[src/rtl/fp_fir_feeder_pkg.sv]
// Shared types and constants for the FP FIR sample feeder.
// FSM state encoding and IEEE-754 single-precision helpers.
package fp_fir_feeder_pkg;

  typedef enum logic [1:0] {
    IDLE  = 2'd0,
    COUNT = 2'd1,
    ISSUE = 2'd2
  } state_t;

  localparam logic [31:0] FP_ZERO  = 32'h0000_0000;
  localparam logic [7:0]  EXP_ONES = 8'hFF;

  function automatic logic is_inf_nan(input logic [31:0] x);
    return x[30:23] == EXP_ONES;
  endfunction

endpackage

[src/rtl/fp_sample_fifo.sv]
// Sample FIFO for the FP FIR feeder, power-of-two depth.
// ready is registered from the next occupancy, low while in reset.
module fp_sample_fifo #(
  parameter int FIFO_DEPTH = 4
) (
  input  logic        Clk,
  input  logic        Rst,
  input  logic        flush,
  input  logic        push,
  input  logic        pop,
  input  logic [31:0] wdata,
  output logic [31:0] rdata,
  output logic        empty,
  output logic        ready
);

  localparam int AW = $clog2(FIFO_DEPTH);
  localparam logic [AW:0] FULL_CNT = FIFO_DEPTH[AW:0];

  logic [31:0]   mem [FIFO_DEPTH];
  logic [AW-1:0] wr_ptr;
  logic [AW-1:0] rd_ptr;
  logic [AW:0]   count;
  logic [AW:0]   count_next;

  assign rdata = mem[rd_ptr];
  assign empty = (count == '0);

  // Next occupancy: push and pop together leave it unchanged.
  always_comb begin
    count_next = count;
    if (flush) begin
      count_next = '0;
    end else if (push && !pop) begin
      count_next = count + 1'b1;
    end else if (pop && !push) begin
      count_next = count - 1'b1;
    end
  end

  // Pointers, occupancy and registered ready flag.
  always_ff @(posedge Clk) begin
    if (!Rst) begin
      wr_ptr <= '0;
      rd_ptr <= '0;
      count  <= '0;
      ready  <= 1'b0;
    end else if (flush) begin
      wr_ptr <= '0;
      rd_ptr <= '0;
      count  <= '0;
      ready  <= 1'b1;
    end else begin
      if (push) wr_ptr <= wr_ptr + 1'b1;
      if (pop)  rd_ptr <= rd_ptr + 1'b1;
      count <= count_next;
      ready <= (count_next != FULL_CNT);
    end
  end

  // Storage array; contents are don't-care until written.
  always_ff @(posedge Clk) begin
    if (push) mem[wr_ptr] <= wdata;
  end

endmodule

[src/rtl/fp_fir_feeder.sv]
// Feeds IEEE-754 samples to an FP FIR at a fixed strobe rate.
// Define FP_FEEDER_NAN_SQUASH_EN to zero Inf/NaN samples on push.
module fp_fir_feeder
  import fp_fir_feeder_pkg::*;
#(
  parameter int SAMPLE_DIV = 4,
  parameter int FIFO_DEPTH = 4
) (
  input  logic        Clk,
  input  logic        Rst,
  input  logic        s_valid,
  input  logic [31:0] s_data,
  output logic        s_ready,
  input  logic        coef_wr,
  input  logic [1:0]  coef_addr,
  input  logic [31:0] coef_data,
  input  logic        coef_commit,
  input  logic        flush,
  output logic [31:0] Xn,
  output logic        x_stb,
  output logic [31:0] b0,
  output logic [31:0] b1,
  output logic [31:0] b2,
  output logic [31:0] b3,
  output logic        underflow,
  output logic        commit_pending
`ifdef FP_FEEDER_NAN_SQUASH_EN
  ,
  output logic        nan_seen
`endif
);

  state_t           state;
  state_t           state_next;
  logic [7:0]       div;
  logic             push;
  logic             pop;
  logic             empty;
  logic             issue_go;
  logic             apply;
  logic [31:0]      wdata;
  logic [31:0]      head;
  logic [3:0][31:0] shadow;
  logic [3:0][31:0] shadow_nx;

  assign push     = s_valid && s_ready && !flush;
  assign issue_go = (state == COUNT) &&
                    (div == 8'(SAMPLE_DIV - 1)) && !flush;
  assign pop      = issue_go && !empty;
  assign apply    = (commit_pending || coef_commit) &&
                    (issue_go || state == IDLE);

`ifdef FP_FEEDER_NAN_SQUASH_EN
  assign wdata = is_inf_nan(s_data) ? FP_ZERO : s_data;

  // One-cycle flag for each squashed Inf/NaN sample.
  always_ff @(posedge Clk) begin
    if (!Rst) nan_seen <= 1'b0;
    else      nan_seen <= push && is_inf_nan(s_data);
  end
`else
  assign wdata = s_data;
`endif

  fp_sample_fifo #(
    .FIFO_DEPTH(FIFO_DEPTH)
  ) u_fifo (
    .Clk  (Clk),
    .Rst  (Rst),
    .flush(flush),
    .push (push),
    .pop  (pop),
    .wdata(wdata),
    .rdata(head),
    .empty(empty),
    .ready(s_ready)
  );

  // State register.
  always_ff @(posedge Clk) begin
    if (!Rst) state <= IDLE;
    else      state <= state_next;
  end

  // Next state: a push from IDLE starts the divider.
  always_comb begin
    state_next = state;
    if (flush) begin
      state_next = IDLE;
    end else begin
      unique case (state)
        IDLE:    if (push || !empty) state_next = COUNT;
        COUNT:   if (issue_go) state_next = ISSUE;
        ISSUE:   state_next = COUNT;
        default: state_next = IDLE;
      endcase
    end
  end

  // Strobe is high for the single ISSUE cycle.
  always_comb begin
    x_stb = (state == ISSUE);
  end

  // Divider: ISSUE and the entry into COUNT are cycle 0 of a period.
  always_ff @(posedge Clk) begin
    if (!Rst || flush) begin
      div <= '0;
    end else if (state_next == COUNT && state != COUNT) begin
      div <= 8'd1;
    end else if (state == COUNT) begin
      div <= div + 8'd1;
    end
  end

  // Sample output and sticky underflow, updated entering ISSUE.
  always_ff @(posedge Clk) begin
    if (!Rst) begin
      Xn        <= FP_ZERO;
      underflow <= 1'b0;
    end else if (flush) begin
      underflow <= 1'b0;
    end else if (issue_go) begin
      Xn <= empty ? FP_ZERO : head;
      if (empty) underflow <= 1'b1;
    end
  end

  // Shadow bank with this cycle's write merged in.
  always_comb begin
    shadow_nx = shadow;
    if (coef_wr) shadow_nx[coef_addr] = coef_data;
  end

  // Shadow registers, active coefficients and commit tracking.
  always_ff @(posedge Clk) begin
    if (!Rst) begin
      shadow         <= '0;
      {b3, b2, b1, b0} <= '0;
      commit_pending <= 1'b0;
    end else begin
      shadow <= shadow_nx;
      if (apply) begin
        {b3, b2, b1, b0} <= shadow_nx;
        commit_pending   <= 1'b0;
      end else if (coef_commit) begin
        commit_pending <= 1'b1;
      end
    end
  end

endmodule

[config.mk]
export PLATFORM = sky130hd
export DESIGN_NAME = fp_fir_feeder
export DESIGN_NICKNAME = d
export VERILOG_FILES = /design/src/rtl/fp_fir_feeder_pkg.sv /design/src/rtl/fp_sample_fifo.sv /design/src/rtl/fp_fir_feeder.sv
export SDC_FILE = /design/constraint.sdc
export NUM_CORES = 1
export LEC_CHECK = 0
export CORE_MARGIN = 5
export CORE_UTILIZATION = 40
export CTS_CLUSTER_DIAMETER = 80
export CTS_CLUSTER_SIZE = 8
export DETAILED_ROUTE_END_ITERATION = 16
export HOLD_SLACK_MARGIN = 0.02
export PLACE_DENSITY = 0.71
export SLEW_MARGIN = 10
export SYNTH_ARGS = -nofsm -noshare
export SYNTH_HDL_FRONTEND = slang
export SYNTH_SLANG_ARGS = --single-unit
export TNS_END_PERCENT = 5
[constraint.sdc]
create_clock -name Clk -period 2.5 [get_ports Clk]
set_input_delay 0.5 -clock Clk [delete_from_list [all_inputs] [get_ports Clk]]
set_output_delay 0.5 -clock Clk [all_outputs]
set_load 0.005 [all_outputs]
==> flow_metrics.tcl, run 1 <==
set metrics [dict create \
    status "finished clean" \
    grt_pass1_wl_mm 57.6 \
    die_h_um 207 \
    syn-cell-area_mm2 0.0155 \
    slowest_delay_ns 0.52 \
    maxCapViolations 0 \
    syn_area_per_cell_um2 12.1 \
    path_max_fanout 5 \
    holdWs_ns 0.453 \
    initial_utilization_pct 40.2 \
    p_leak_uw 0.00766 \
    tightestPinTransition_ns 0.477 \
    p_switching_uw 3490 \
    pwr-share-comb_pct 7.5 \
    die_w_um 207 \
    h-tree-depth 2 \
    wirelength_mm 36.8 \
    dr.pass1.iters 5 \
    share_seq_of_total_power_pct 48.1 \
    worstPathCellList "nor2b_1 > clkdlybuf4s50_1" \
    fp-row-count 72 \
    clock_skew_ns 0.0165 \
    gp_congestion 0.741 \
    top_layer "met5" \
    power_density_mw_per_mm2 789 \
    arrival_ns 1.66 \
    synthToLayoutAreaGrowth_pct 30.7 \
    io_pins 236 \
    wl_met2_mm 17.2 \
    drive_gt1_share_pct 9.11 \
    worstSetupPathType "reg2out" \
    endpoint_kind "output pin" \
    synth_edf_count 128 \
    finalCriticalPeriod_ns 2.16 \
    setup_viol 0 \
    nNetsFinal 1595 \
    wl_met3_mm 3.29 \
    synth-warning-count 0 \
    post-cts-setup-buffers 0 \
    root_buffer "clkbuf_16" \
    port_buffers 235 \
    clkPwrFrac_pct 44.4 \
    cts_resized 0 \
    syn_nets 1357 \
    min_path_type "reg2reg" \
    cts.path.max_buffers 3 \
    cts_made_buffers 60 \
    gr-total-overflow 0 \
    fin_crit_sh_pct 86.3 \
    finalSetupTns_ns 0 \
    clk_pin_slew_ns 0.05 \
    wl_met1_mm 15.8 \
    ys_types 39 \
    ir_worst_vdd_mv 0.712 \
    vias_per_cell 5.03 \
    async_flop_share_pct 0 \
    grt_pass1_vias 10600 \
    antenna_found_initial 3 \
    drc 0 \
    core_mm2 0.0386 \
    maxSlewViolCount 0 \
    fmax_mhz 464 \
    hold_buffers 0 \
    detailed_place_hpwl_mm 23.4 \
    cts.sinks 438 \
    dieArea_mm2 0.0428 \
    synth.ff_latch_count 438 \
    cts_tree "done" \
    vias 10300 \
    synth_flop_cell "dfxtp_1" \
    cp-start-kind "register" \
    grt_usage_pct 17.0 \
    clk_latency_ns 0.59 \
    finalHoldViolations 0 \
    swShare_pct 21.8 \
    drt_iter0_drc 441 \
    ant_nets 0 \
    slew_headroom_pct 68.2 \
    netlist_instances 1277 \
    post_drt_wl_per_cell_um 17.9 \
    rsz0062_at_grt "false" \
    crit_required_ns 2.00 \
    crit_slowest_cell "clkdlybuf4s50_1" \
    yosysSeqAreaShare_pct 64.8 \
    p_int_uw 12500 \
    grt_max_degree 62 \
]
path summary, 6_finish.rpt:
kind                  from            to  slack, ns  cells past startpoint
setup / recovery  state[1]         x_stb       0.34                      2
hold / removal      Xn[28]        Xn[28]       0.45                      2
setup reg to reg    div[0]  u_fifo.ready       0.48                      6
hold reg to reg     Xn[28]        Xn[28]       0.45                      2
power groups by stage:
stage,combinational [µW],clock (µW),sequential [µW]
detailed placement,1220,0,7820
floorplan,543,0,7810
finish,1200,7100,7690
global placement,1190,0,7820
global route,1320,7670,7700
CTS,1220,7310,7690
routing by layer:
metal | GRT usage [%] | up-vias
met2 | 28.0 | 290
met4 | 3.56 | 4
met5 | 0.691 | -
li1 | - | 5008
met1 | 21.7 | 4997
met3 | 6.12 | 48
cell families (layout without fill, tap and decap cells):
group           count (synthesis)  count (layout)  synth area share [%]
compound gates                172             172                  7.71
xor+xnor                       10              10                 0.564
fa+ha+maj                      10              10                 0.774
buf+inv                       101             361                  3.02
flops                         438             438                  64.8
mux                           163             163                  13.1
other cells                     0               1                     0
simple gates                  383             383                  10.1
layout by cell type (no fill, tap or decap), types with 2 or more instances in the layout:
| cell type | instances |
|---|---|
| buf_12 | 23 |
| clkbuf_16 | 60 |
| a211oi_1 | 129 |
| clkdlybuf4s50_1 | 235 |
| or3_1 | 2 |
| buf_4 | 12 |
| xnor2_1 | 5 |
| maj3_1 | 2 |
| o21ai_0 | 2 |
| nor2b_1 | 5 |
| edfxtp_1 | 128 |
| nor3_1 | 3 |
| mux2i_1 | 130 |
| nand3b_1 | 4 |
| a21oi_1 | 37 |
| nor2_1 | 275 |
| clkbuf_1 | 21 |
| mux4_2 | 32 |
| dfxtp_1 | 309 |
| and4_1 | 2 |
| nand2_1 | 72 |
| or2_2 | 2 |
| inv_1 | 6 |
| ha_1 | 8 |
| xor2_1 | 5 |
| and2_1 | 5 |
| nand4_1 | 4 |
cells in the mapped netlist (2+ instances only):
master,n,share of area (%)
nand3_1,2,0.065
dfxtp_1,310,40
mux4_2,32,4.6
buf_1,6,0.15
nor2b_1,5,0.20
ha_1,8,0.65
maj3_1,2,0.13
or3_1,2,0.081
xor2_1,5,0.28
mux2i_1,130,8.4
clkbuf_1,45,1.1
nand4_1,4,0.16
buf_2,29,0.94
and4_1,2,0.11
nand2_1,72,1.7
o21ai_0,2,0.065
inv_1,7,0.17
and2_1,5,0.20
nand3b_1,4,0.19
nor3_1,3,0.097
edfxtp_1,128,25
a21oi_1,37,1.2
a211oi_1,129,6.2
xnor2_1,5,0.28
nor2_1,275,6.7
or2_2,2,0.081
buf_4,14,0.68
registers in the layout, indices dropped and copies added (netlist names), 8 cells and up, named ones only:
name,count
div,8
b2,32
b0,32
shadow,128
b1,32
Xn,32
b3,32
u_fifo.mem,128
area by class of cell:
type / instances / area (µm²)
diodes: 1 / 2.50
clock buffers: 81 / 1580
clock inverters: 3 / 45.0
fillers: 3331 / 18300
inverters: 7 / 33.8
multi-input cells: 738 / 5010
flip-flops and latches: 438 / 10100
well taps: 518 / 648
repair buffers: 270 / 2900
critical path, delay by kind of cell (launching register included):
family,cells,cell delay [ns]
buffers and inverters,1,0.52
AND/OR/NAND/NOR,1,0.17
flip-flops,1,0.38
per-stage QoR:
stage                     worst slack, ns  cell area (µm²)  instances  utilization [%]  power [µW]
after global routing                0.232            20300       2056             52.6       16700
after global placement              0.111            18700       1971             48.4        9000
final                               0.343            20300       2056             52.6       16000
after detailed placement           0.0650            18700       1971             48.4        9040
after CTS                           0.255            20300       2055             52.6       16200
after floorplan                     0.505            15500       1277                -        8350
No activity file was read; power rests on OpenSTA's default activity.
==> inputs of run 2 (changes only) <==
- GPL_ROUTABILITY_DRIVEN: unset -> 0
==> results of run 2 <==
The final DEF is identical to that of run 1; final timing and power are the same.
